<file path="src/rtl/bus_bridge_mux_if.sv">
// Host-side request/response channel of the multiplexed-bus bridge.
// The master drives a word request; the slave (bridge) returns ready and read data.
interface bus_bridge_mux_if;
  logic        valid;
  logic        ready;
  logic        rw;
  logic [31:0] addr;
  logic [31:0] dtw;
  logic [3:0]  wstrb;
  logic [31:0] dtr;

  modport master (output valid, rw, addr, dtw, wstrb, input ready, dtr);
  modport slave  (input valid, rw, addr, dtw, wstrb, output ready, dtr);
endinterface

</file>
<file path="src/rtl/bus_bridge_mux.sv">
// Bridge from a 32-bit word request to a narrow multiplexed address/data bus:
// per beat, NALE address-latch phases, a stretched data phase and a turnaround.
module bus_bridge_mux #(
  parameter int DW     = 16,
  parameter int AW     = 32,
  parameter int WAIT_W = 4
) (
  input  logic                 clk,
  input  logic                 reset,
  bus_bridge_mux_if.slave      host,
  input  logic [WAIT_W-1:0]    cfg_wait,
  input  logic [DW-1:0]        bus_din,
  output logic [DW-1:0]        bus_dout,
  output logic                 bus_oe,
  output logic [AW/DW-1:0]     ale,
  output logic                 oe,
  output logic                 we,
  output logic [DW/8-1:0]      be,
  output logic                 busy
);
  localparam int NALE  = AW / DW;
  localparam int BEATS = 32 / DW;
  localparam int NBE   = DW / 8;
  localparam int PW    = (NALE > 1) ? $clog2(NALE) : 1;

  typedef enum logic [2:0] {IDLE, ADDR, DATA, TURN, DONE} state_t;

  state_t                 state_q, state_d;
  logic [2:0]             beat_q, beat_d, nb;
  logic [PW-1:0]          phase_q, phase_d;
  logic [WAIT_W-1:0]      wcnt_q, wcnt_d;
  logic [WAIT_W-1:0]      wait_q, wait_d;
  logic                   rw_q, rw_d;
  logic [31:0]            addr_q, addr_d;
  logic [31:0]            dtw_q, dtw_d;
  logic [3:0]             wstrb_q, wstrb_d;
  logic [31:0]            baddr_d;
  logic [DW-1:0]          addr_slice, wdat_slice;
  logic [NBE-1:0]         strb_slice;

  logic [BEATS-1:0][DW-1:0] dtr_q;
  logic [DW-1:0]          bus_dout_q;
  logic [NALE-1:0]        ale_q;
  logic [NBE-1:0]         be_q;
  logic                   bus_oe_q, oe_q, we_q, ready_q, busy_q;

  // Lowest beat at or after 'from' that needs bus cycles; BEATS means none left.
  function automatic logic [2:0] next_beat(input logic [2:0] from, input logic is_wr,
                                           input logic [3:0] strb);
    logic [2:0] r;
    r = 3'(BEATS);
    for (int b = BEATS - 1; b >= 0; b--)
      if (3'(b) >= from && (!is_wr || (|strb[b*NBE +: NBE])))
        r = 3'(b);
    return r;
  endfunction

  always_comb begin
    state_d = state_q;
    beat_d  = beat_q;
    phase_d = phase_q;
    wcnt_d  = wcnt_q;
    wait_d  = wait_q;
    rw_d    = rw_q;
    addr_d  = addr_q;
    dtw_d   = dtw_q;
    wstrb_d = wstrb_q;
    nb      = 3'(BEATS);
    case (state_q)
      IDLE: if (host.valid) begin
        rw_d    = host.rw;
        addr_d  = host.addr;
        dtw_d   = host.dtw;
        wstrb_d = host.wstrb;
        wait_d  = cfg_wait;
        nb      = next_beat(3'd0, host.rw, host.wstrb);
        beat_d  = nb;
        phase_d = '0;
        state_d = (nb == 3'(BEATS)) ? DONE : ADDR;
      end
      ADDR: if (phase_q == PW'(NALE - 1)) begin
        state_d = DATA;
        wcnt_d  = '0;
      end else begin
        phase_d = phase_q + 1'b1;
      end
      DATA: if (wcnt_q == wait_q) state_d = TURN;
            else wcnt_d = wcnt_q + 1'b1;
      TURN: begin
        nb = next_beat(beat_q + 3'd1, rw_q, wstrb_q);
        if (nb == 3'(BEATS)) begin
          state_d = DONE;
        end else begin
          state_d = ADDR;
          beat_d  = nb;
          phase_d = '0;
        end
      end
      DONE:    state_d = IDLE;
      default: state_d = IDLE;
    endcase
  end

  // Bus-side values for the cycle being entered, so every output is a flop.
  assign baddr_d    = (addr_d & 32'hFFFF_FFFC) + 32'(beat_d) * 32'(NBE);
  assign addr_slice = DW'(baddr_d >> (int'(phase_d) * DW));
  assign wdat_slice = DW'(dtw_d >> (int'(beat_d) * DW));
  assign strb_slice = NBE'(wstrb_d >> (int'(beat_d) * NBE));

  always_ff @(posedge clk) begin
    if (reset) begin
      state_q    <= IDLE;
      beat_q     <= '0;
      phase_q    <= '0;
      wcnt_q     <= '0;
      wait_q     <= '0;
      rw_q       <= 1'b0;
      addr_q     <= '0;
      dtw_q      <= '0;
      wstrb_q    <= '0;
      dtr_q      <= '0;
      bus_dout_q <= '0;
      ale_q      <= '0;
      be_q       <= '0;
      bus_oe_q   <= 1'b0;
      oe_q       <= 1'b0;
      we_q       <= 1'b0;
      ready_q    <= 1'b0;
      busy_q     <= 1'b0;
    end else begin
      state_q    <= state_d;
      beat_q     <= beat_d;
      phase_q    <= phase_d;
      wcnt_q     <= wcnt_d;
      wait_q     <= wait_d;
      rw_q       <= rw_d;
      addr_q     <= addr_d;
      dtw_q      <= dtw_d;
      wstrb_q    <= wstrb_d;
      ale_q      <= (state_d == ADDR) ? (NALE'(1) << phase_d) : '0;
      bus_oe_q   <= (state_d == ADDR) || (state_d == DATA && rw_d);
      bus_dout_q <= (state_d == ADDR) ? addr_slice :
                    (state_d == DATA && rw_d) ? wdat_slice : '0;
      oe_q       <= (state_d == DATA) && !rw_d;
      we_q       <= (state_d == DATA) && rw_d;
      be_q       <= (state_d == DATA) ? (rw_d ? strb_slice : '1) : '0;
      ready_q    <= (state_d == DONE);
      busy_q     <= (state_d != IDLE);
      // Read data is taken only on the final cycle of the stretched data phase.
      for (int b = 0; b < BEATS; b++)
        if (state_q == DATA && !rw_q && wcnt_q == wait_q && beat_q == 3'(b))
          dtr_q[b] <= bus_din;
    end
  end

  assign host.ready = ready_q;
  assign host.dtr   = dtr_q;
  assign bus_dout   = bus_dout_q;
  assign bus_oe     = bus_oe_q;
  assign ale        = ale_q;
  assign oe         = oe_q;
  assign we         = we_q;
  assign be         = be_q;
  assign busy       = busy_q;
endmodule

</file>
<file path="src/flat_wrapper.sv">
// flat-port wrapper written by rule: the top's interface ports become plain ports
module bus_bridge_mux_flat 
#(
  parameter int DW     = 16,
  parameter int AW     = 32,
  parameter int WAIT_W = 4
)
  (clk, reset, cfg_wait, bus_din, bus_dout, bus_oe, ale, oe, we, be, busy, host_valid, host_rw, host_addr, host_dtw, host_wstrb, host_ready, host_dtr);
  bus_bridge_mux_if host_i ();
  input  logic clk;
  input  logic reset;
  input  logic [WAIT_W-1:0] cfg_wait;
  input  logic [DW-1:0] bus_din;
  output logic [DW-1:0] bus_dout;
  output logic bus_oe;
  output logic [AW/DW-1:0] ale;
  output logic oe;
  output logic we;
  output logic [DW/8-1:0] be;
  output logic busy;
  input wire logic [$bits(host_i.valid)-1:0] host_valid;
  input wire logic [$bits(host_i.rw)-1:0] host_rw;
  input wire logic [$bits(host_i.addr)-1:0] host_addr;
  input wire logic [$bits(host_i.dtw)-1:0] host_dtw;
  input wire logic [$bits(host_i.wstrb)-1:0] host_wstrb;
  output wire logic [$bits(host_i.ready)-1:0] host_ready;
  output wire logic [$bits(host_i.dtr)-1:0] host_dtr;
  assign host_i.valid = host_valid;
  assign host_i.rw = host_rw;
  assign host_i.addr = host_addr;
  assign host_i.dtw = host_dtw;
  assign host_i.wstrb = host_wstrb;
  assign host_ready = host_i.ready;
  assign host_dtr = host_i.dtr;
  bus_bridge_mux #(.DW(DW), .AW(AW), .WAIT_W(WAIT_W)) u_core (.clk(clk), .reset(reset), .host(host_i), .cfg_wait(cfg_wait), .bus_din(bus_din), .bus_dout(bus_dout), .bus_oe(bus_oe), .ale(ale), .oe(oe), .we(we), .be(be), .busy(busy));
endmodule
</file>
<file path="config.mk">
export PLATFORM = sky130hd
export DESIGN_NAME = bus_bridge_mux_flat
export DESIGN_NICKNAME = d
export VERILOG_FILES = /design/src/rtl/bus_bridge_mux_if.sv /design/src/rtl/bus_bridge_mux.sv /design/src/flat_wrapper.sv
export SDC_FILE = /design/constraint.sdc
export NUM_CORES = 1
export LEC_CHECK = 0
export CORE_MARGIN = 4
export CORE_UTILIZATION = 50
export DETAILED_ROUTE_END_ITERATION = 10
export GPL_TIMING_DRIVEN = 1
export PLACE_DENSITY = 0.78
export SLEW_MARGIN = 20
export SYNTH_ARGS = -nofsm -noshare
export SYNTH_HDL_FRONTEND = slang
export SYNTH_SLANG_ARGS = --single-unit
</file>
<file path="constraint.sdc">
create_clock -name clk -period 6.42 [get_ports clk]
set_clock_uncertainty 0.15 [all_clocks]
set_input_delay 1.926 -clock clk [delete_from_list [all_inputs] [get_ports clk]]
set_output_delay 1.926 -clock clk [all_outputs]
set_load 0.05 [all_outputs]
</file>
* Yosys cells after proc, flatten, opt, wreduce, memory -nomap -nowiden
Cells that the tools add are included.
** Word-level totals
- Bits in registers :: 141
- Bits of input ports :: 92
- Output and inout bits :: 57
- Logic and storage cells :: 106
** Operators by class
- Add/sub/neg operators :: 4
- $lt $le $gt $ge :: 2
- Eq/ne operators :: 12
- Shifts and indexed selects :: 4
- Mux-type cells :: 34
- Bitwise gates (word level) :: 2
- Reductions and logical operators :: 28
** Operators with widths (number)
- 2-to-1 mux 32 bit :: 4
- adder 32 x 4 -> 32 bit :: 1
- 2-to-1 mux 16 bit :: 2
- >> shifter 32 x 5 -> 16 bit :: 1
- >> shifter 32 x 7 -> 16 bit :: 1
- 2-to-1 mux 3 bit :: 10
- 2-to-1 mux 4 bit :: 4
- equality test 3 x 2 -> 1 bit (second input constant) :: 5
- one-hot mux 3 bit (4 select lines) :: 1
- OR reduction 2 bit :: 6
- 2-to-1 mux 2 bit :: 5
- equality test 3 x 1 -> 1 bit (second input constant) :: 3
- logical AND 1 bit :: 8
- one-hot mux 4 bit (2 select lines) :: 1
- greater-or-equal comparator 1 x 3 -> 1 bit (first input constant) :: 2
- zero test 3 bit :: 2
- one-hot mux 3 bit (2 select lines) :: 1
- logical OR 1 bit :: 5
- 2-to-1 mux 1 bit :: 5
- adder 4 x 1 -> 4 bit (second input constant) :: 1
- equality test 4 bit :: 1
- >> shifter 4 x 4 -> 2 bit :: 1
- adder 3 x 1 -> 3 bit (second input constant) :: 1
- equality test 3 bit (second input constant) :: 1
- 11 further kinds :: 14

* Logic depth before layout (Yosys ltp)
- Word-level depth :: 14
- Depth in mapped cells :: 17
- Depth with buffers taken out :: 15

* Worst setup path after synthesis
Ideal clock, no wire load.
- Kind :: in2reg
- Start :: input host_valid
- End :: register u_core.bus_dout_q[2], in the netlist u_core.bus_dout[2]
- Setup time :: 117 ps
- Arrival :: 5257 ps
- Required time :: 6153 ps
- Slack :: 896 ps
- Stages on the path :: 17
- Path buffers :: 7
- Cells stage by stage :: or4b_1 > buf_2 > clkbuf_1 > clkbuf_1 > clkbuf_1 > clkbuf_1 > nand2_1 > nand2_1 > ha_1 > inv_1 > fa_1 > clkbuf_1 > or2_0 > buf_6 > nor4_1 > o31ai_1 > a22o_2
** On the way
- Elaborated cells between the ends (all ways) :: 20
- Classes of those cells :: add/sub: 1; eq/ne: 2; shift: 2; mux: 14; reduce/logical: 1
** RTL lines
- from (decl) :: line flat_wrapper.sv:21 : input wire logic [$bits(host_i.valid)-1:0] host_valid;
- 2-to-1 mux 32 bit :: line bus_bridge_mux.sv:70 : IDLE: if (host.valid) begin
- 2-to-1 mux 32 bit :: line bus_bridge_mux.sv:69 : case (state_q)
- net u_core.addr_d[2] :: line bus_bridge_mux.sv:34 : logic [31:0] addr_q, addr_d;
- adder 32 x 4 -> 32 bit :: line bus_bridge_mux.sv:105 : assign baddr_d = (addr_d & 32'hFFFF_FFFC) + 32'(beat_d) * 32'(NBE);
- >> shifter 32 x 5 -> 16 bit :: line bus_bridge_mux.sv:106 : assign addr_slice = DW'(baddr_d >> (int'(phase_d) * DW));
- 2-to-1 mux 16 bit :: line bus_bridge_mux.sv:142 : bus_dout_q <= (state_d == ADDR) ? addr_slice :
- to (signal assigned) :: line bus_bridge_mux.sv:142
- to (decl) :: line bus_bridge_mux.sv:42 : logic [DW-1:0] bus_dout_q;
The timed path passes the listed nets, and every way through them passes these cells.
A chain may end at the register's enable or synchronous reset.

* Worst setup path after layout
- Start :: input host_rw
- End :: register u_core.bus_dout_q[12], in the netlist u_core.bus_dout[12]
** On the way
- Elaborated cells between the ends (all ways) :: 23
- Classes of those cells :: add/sub: 1; eq/ne: 3; shift: 2; mux: 13; reduce/logical: 4
** RTL lines
- from (decl) :: line flat_wrapper.sv:22 : input wire logic [$bits(host_i.rw)-1:0] host_rw;
- zero test 1 bit * :: line bus_bridge_mux.sv:53 : if (3'(b) >= from && (!is_wr || (|strb[b*NBE +: NBE])))
- logical OR 1 bit :: line bus_bridge_mux.sv:53
- 2-to-1 mux 2 bit :: line bus_bridge_mux.sv:53
- 2-to-1 mux 2 bit * :: line bus_bridge_mux.sv:53
- 2-to-1 mux 3 bit * :: line bus_bridge_mux.sv:70
- 2-to-1 mux 3 bit * :: line bus_bridge_mux.sv:69
- 2-to-1 mux 3 bit * :: line bus_bridge_mux.sv:70
- one-hot mux 3 bit (2 select lines) * :: line bus_bridge_mux.sv:69
- net u_core.beat_d[1] :: line bus_bridge_mux.sv:29 : logic [2:0] beat_q, beat_d, nb;
- adder 32 x 4 -> 32 bit / >> shifter 32 x 7 -> 16 bit (equally long branches) :: line bus_bridge_mux.sv:105, bus_bridge_mux.sv:107
- >> shifter 32 x 5 -> 16 bit / 2-to-1 mux 16 bit (equally long branches) :: line bus_bridge_mux.sv:106, bus_bridge_mux.sv:143
- 2-to-1 mux 16 bit * :: line bus_bridge_mux.sv:142
The timed path passes the listed nets; every way through them passes the cells marked *. The select of a mux whose other input is x is not followed.

==> results.md <==
* Status: complete, no violations
* FF+latch count, synth at 139
* Clk Latency, worst-skew pair at 420 ps
* Hold_buf cts at 0
* Total of max-cap violations at 0
* Crit-path max FO at 9
* Core ar. at 12600 um2
* Root Driver: clkbuf_16
* Sequential share of the synthesized area at 43.5%
* First-pass GRT wire length at 29000 um
* Synth Instances at 731
* ANT nets after route at 0
* Clock network power share at 43.3%
* Slowest CP cell: fa_1
* DR WL met2 at 8540 um
* Area fraction in compound gates after synthesis at 13.3%
* CTS sink cnt at 139
* Top-count cell post-synth: dfxtp_1
* Mux contribution to synthesized area at 13.1%
* Worst vdd ir at 0.000182 V
* Sw power at 0.623 mW
* Hold Path Class: flip-flop to flip-flop
* Number of flops mapped to enable cells by yosys at 0
* Post-CTS sizing at 0
* Reg area at 2780 um2
* H-tree depth at 4
* Via density at 5.71
* DP Worst Slack at 927 ps
* TritonRoute pass-1 iters at 5
* Clock buffer depth at 2
* Internal at 1.69 mW
* # diodes at 0
* Vias in the first global route at 5834
* CP startpoint: host_rw
* Starting DRT DRC Count at 595
* Share of cells above drive strength 1 at 6.74%
* Starting density of the core at 50.9%
* Min-delay src: u_core.dtw_q[18]$_SDFF_PP0_
* Clk slew on worst S/H paths at 60 ps
* Final Max Slew Viols at 0
* Worst flop-to-flop path startpoint: u_core.beat_q[0]$_SDFF_PP0_
* Synthesized area per cell at 8.76 um2
* Max stage delay on crit path at 530 ps
* DIE HEIGHT at 121 um
* Cell family with the largest share of critical-path delay: simple AND/OR/NAND/NOR gates
* Post-DP HPWL at 13100 um
* Post-CTS setup buffer count at 0
* Initial antenna violation count at 0
* I/O Buffers at 146
* Grt ovf at 0
* Largest family of logic cells by synthesized area: simple AND/OR/NAND/NOR gates
* Worst-Margin Slew at 1050 ps
* WP data arrival at 5230 ps
* Largest net degree at the start of global routing at 62
* Rows at 41
* Gr usage total at 25.0%
* Final WS setup at 1320 ps
* Power per standard cell area at 269 nW/um2
* Period Utilization, post-route at 79.4%
* Xor and xnor area share after synthesis at 3.28%
* Routed wire length at 18200 um
* Via count at 5989
* Post-synth top cells: 139 x dfxtp_1, 100 x nor2_1, 83 x nand2_1, 79 x mux2i_1, 39 x a21oi_1
* Met3 Routed Length at 1690 um
* Die area at 14700 um2
* Highest Clock Rate at 196 MHz
* Area share of the largest cell type after synthesis at 43.5%
* Nets@finish at 963
* DRC at 0
* Post-layout minimum cycle time at 5100 ps
* Setup tns final at 0 ps
* Num CTS Buffers at 17
* Leakage at 3.54 nW
* Post-Synth Simple-Gate Area at 21.8%
* CTS tree: built
* Synth top area cells: dfxtp_1 43%, mux2i_1 12%, nor2_1 5.9%
* Ys Warns at 0
* Switching share of power at 27.0%
* Routed len/inst at 17.4 um
* Die width at 121 um
* Unrepaired setup endpoints after global routing: false
* Worst Path Buf+Inv at 2
* Highest routed layer: met4
* Area occupied by multi-input gates at 3420 um2
* Startpoint type of the worst setup path: input pin
* Syn nets at 831
* Final Hold Vio Count at 0
* Post-Synthesis Cell Area at 6400 um2
* Final Wtd Congestion at 0.906
* Most area-hungry cell type in the Yosys netlist: dfxtp_1
* Req. time, crit path at 6550 ps
* CP Cell Sequence: clkdlybuf4s50_1, nor3b_1, and3_1, a21o_1, ha_1, inv_1, fa_1, or2_0, nor3_1, xor2_1, o221ai_1
* CP Class: input pin to flip-flop
* Combinational power share at 16.1%
* Setup violators final at 0
* Worst setup EP type: flip-flop
* Met1 wire length at 7410 um
* Post-synth top flop: dfxtp_1
* Slew HR at 29.8%
* Post-Synth Adder-Cell Area at 1.68%
* Layout area overhead at 34.1%
* Cell variety after synth at 64
* Flop pwr share at 40.6%
* # fillers at 1019
* Asr flop ratio synth at 0%
* IO Pins at 149
[logic make-up (layout without fill, tap and decap cells)]
group / after synthesis / count (layout)
and+or+nand+nor: 297 / 297
AOI/OAI and AO/OA: 128 / 128
muxes: 83 / 83
adders and majority gates: 8 / 8
DFF: 139 / 139
buffers and inverters: 52 / 197
xor gates and xnor gates: 24 / 24
[stage by stage]
stage          power (mW)  instances  utilization [%]  instance area (um2)  hold WS (ps)
3_3_place_gp         1.31       1016             63.4                 7970           290
2_1_floorplan        1.18        731                -                 6400           282
6_report             2.31       1048             68.3                 8580           301
4_1_cts              2.32       1048             68.3                 8580           303
5_1_grt              2.40       1048             68.3                 8580           337
3_5_place_dp         1.32       1016             63.4                 7970           295
[state kept, by name, indices dropped and copies added (netlist names), 2 cells and up]
signal,flops
u_core.bus_dout,16
u_core.wstrb_q,4
u_core.host.dtr,32
u_core.wait_q,4
u_core.wcnt_q,4
u_core.ale,2
u_core.beat_q,3
u_core.be,2
u_core.dtw_q,32
u_core.addr_q,30
u_core.state_q,3
[routing by layer]
metal | vias to the layer above | GRT usage [%]
met1 | 2810 | 30.0
met5 | - | 0
met2 | 276 | 41.1
met3 | 39 | 7.88
met4 | 0 | 10.8
li1 | 2864 | -
[power by group through the flow]
stage	sequential [mW]	clock, mW	combinational [mW]
2_1_floorplan	0.993	0	0.184
3_3_place_gp	0.953	0	0.359
3_5_place_dp	0.955	0	0.367
4_1_cts	0.937	1.01	0.370
5_1_grt	0.942	1.06	0.401
6_report	0.938	0.999	0.372
[worst register-to-register path, stage by stage (launching register included)]
cell	delay, ps
dfxtp_1	480
inv_1	80
ha_1	320
nor2b_1	120
a2bb2oi_1	350
o211a_1	330
nor2_1	80
a21o_1	200
ha_1	200
inv_1	70
fa_1	390
or2_0	500
o31ai_1	150
o21ai_0	200
o221ai_1	200
[path summary, 6_finish.rpt]
path                                          to  slack (ps)  cells past startpoint
setup reg to reg  u_core.bus_dout[10]$_SDFF_PP0_        2460                     14
hold reg to reg      u_core.dtw_q[18]$_SDFF_PP0_         300                      2
hold / removal       u_core.dtw_q[18]$_SDFF_PP0_         300                      2
setup / recovery  u_core.bus_dout[12]$_SDFF_PP0_        1320                     11
[cell type report]
cell class,instances,area share [%]
clock buffer,18,5.12
clock inverter,14,2.00
inverter,11,0.481
multi-input combinational,540,39.8
sequential,139,32.4
tap,172,2.51
timing repair buffer,154,17.7
[cell usage in the layout, fill, tap and decap left out, drive strengths merged, types with 13 or more instances in the layout]
cell type      count
clkbuf            18
nand2             83
nor2             102
nand3             31
a21oi             39
nand4             19
o21ai             26
dfxtp            139
xor2              13
clkdlybuf4s50    145
mux2i             79
No activity file was read; power rests on OpenSTA's default activity.
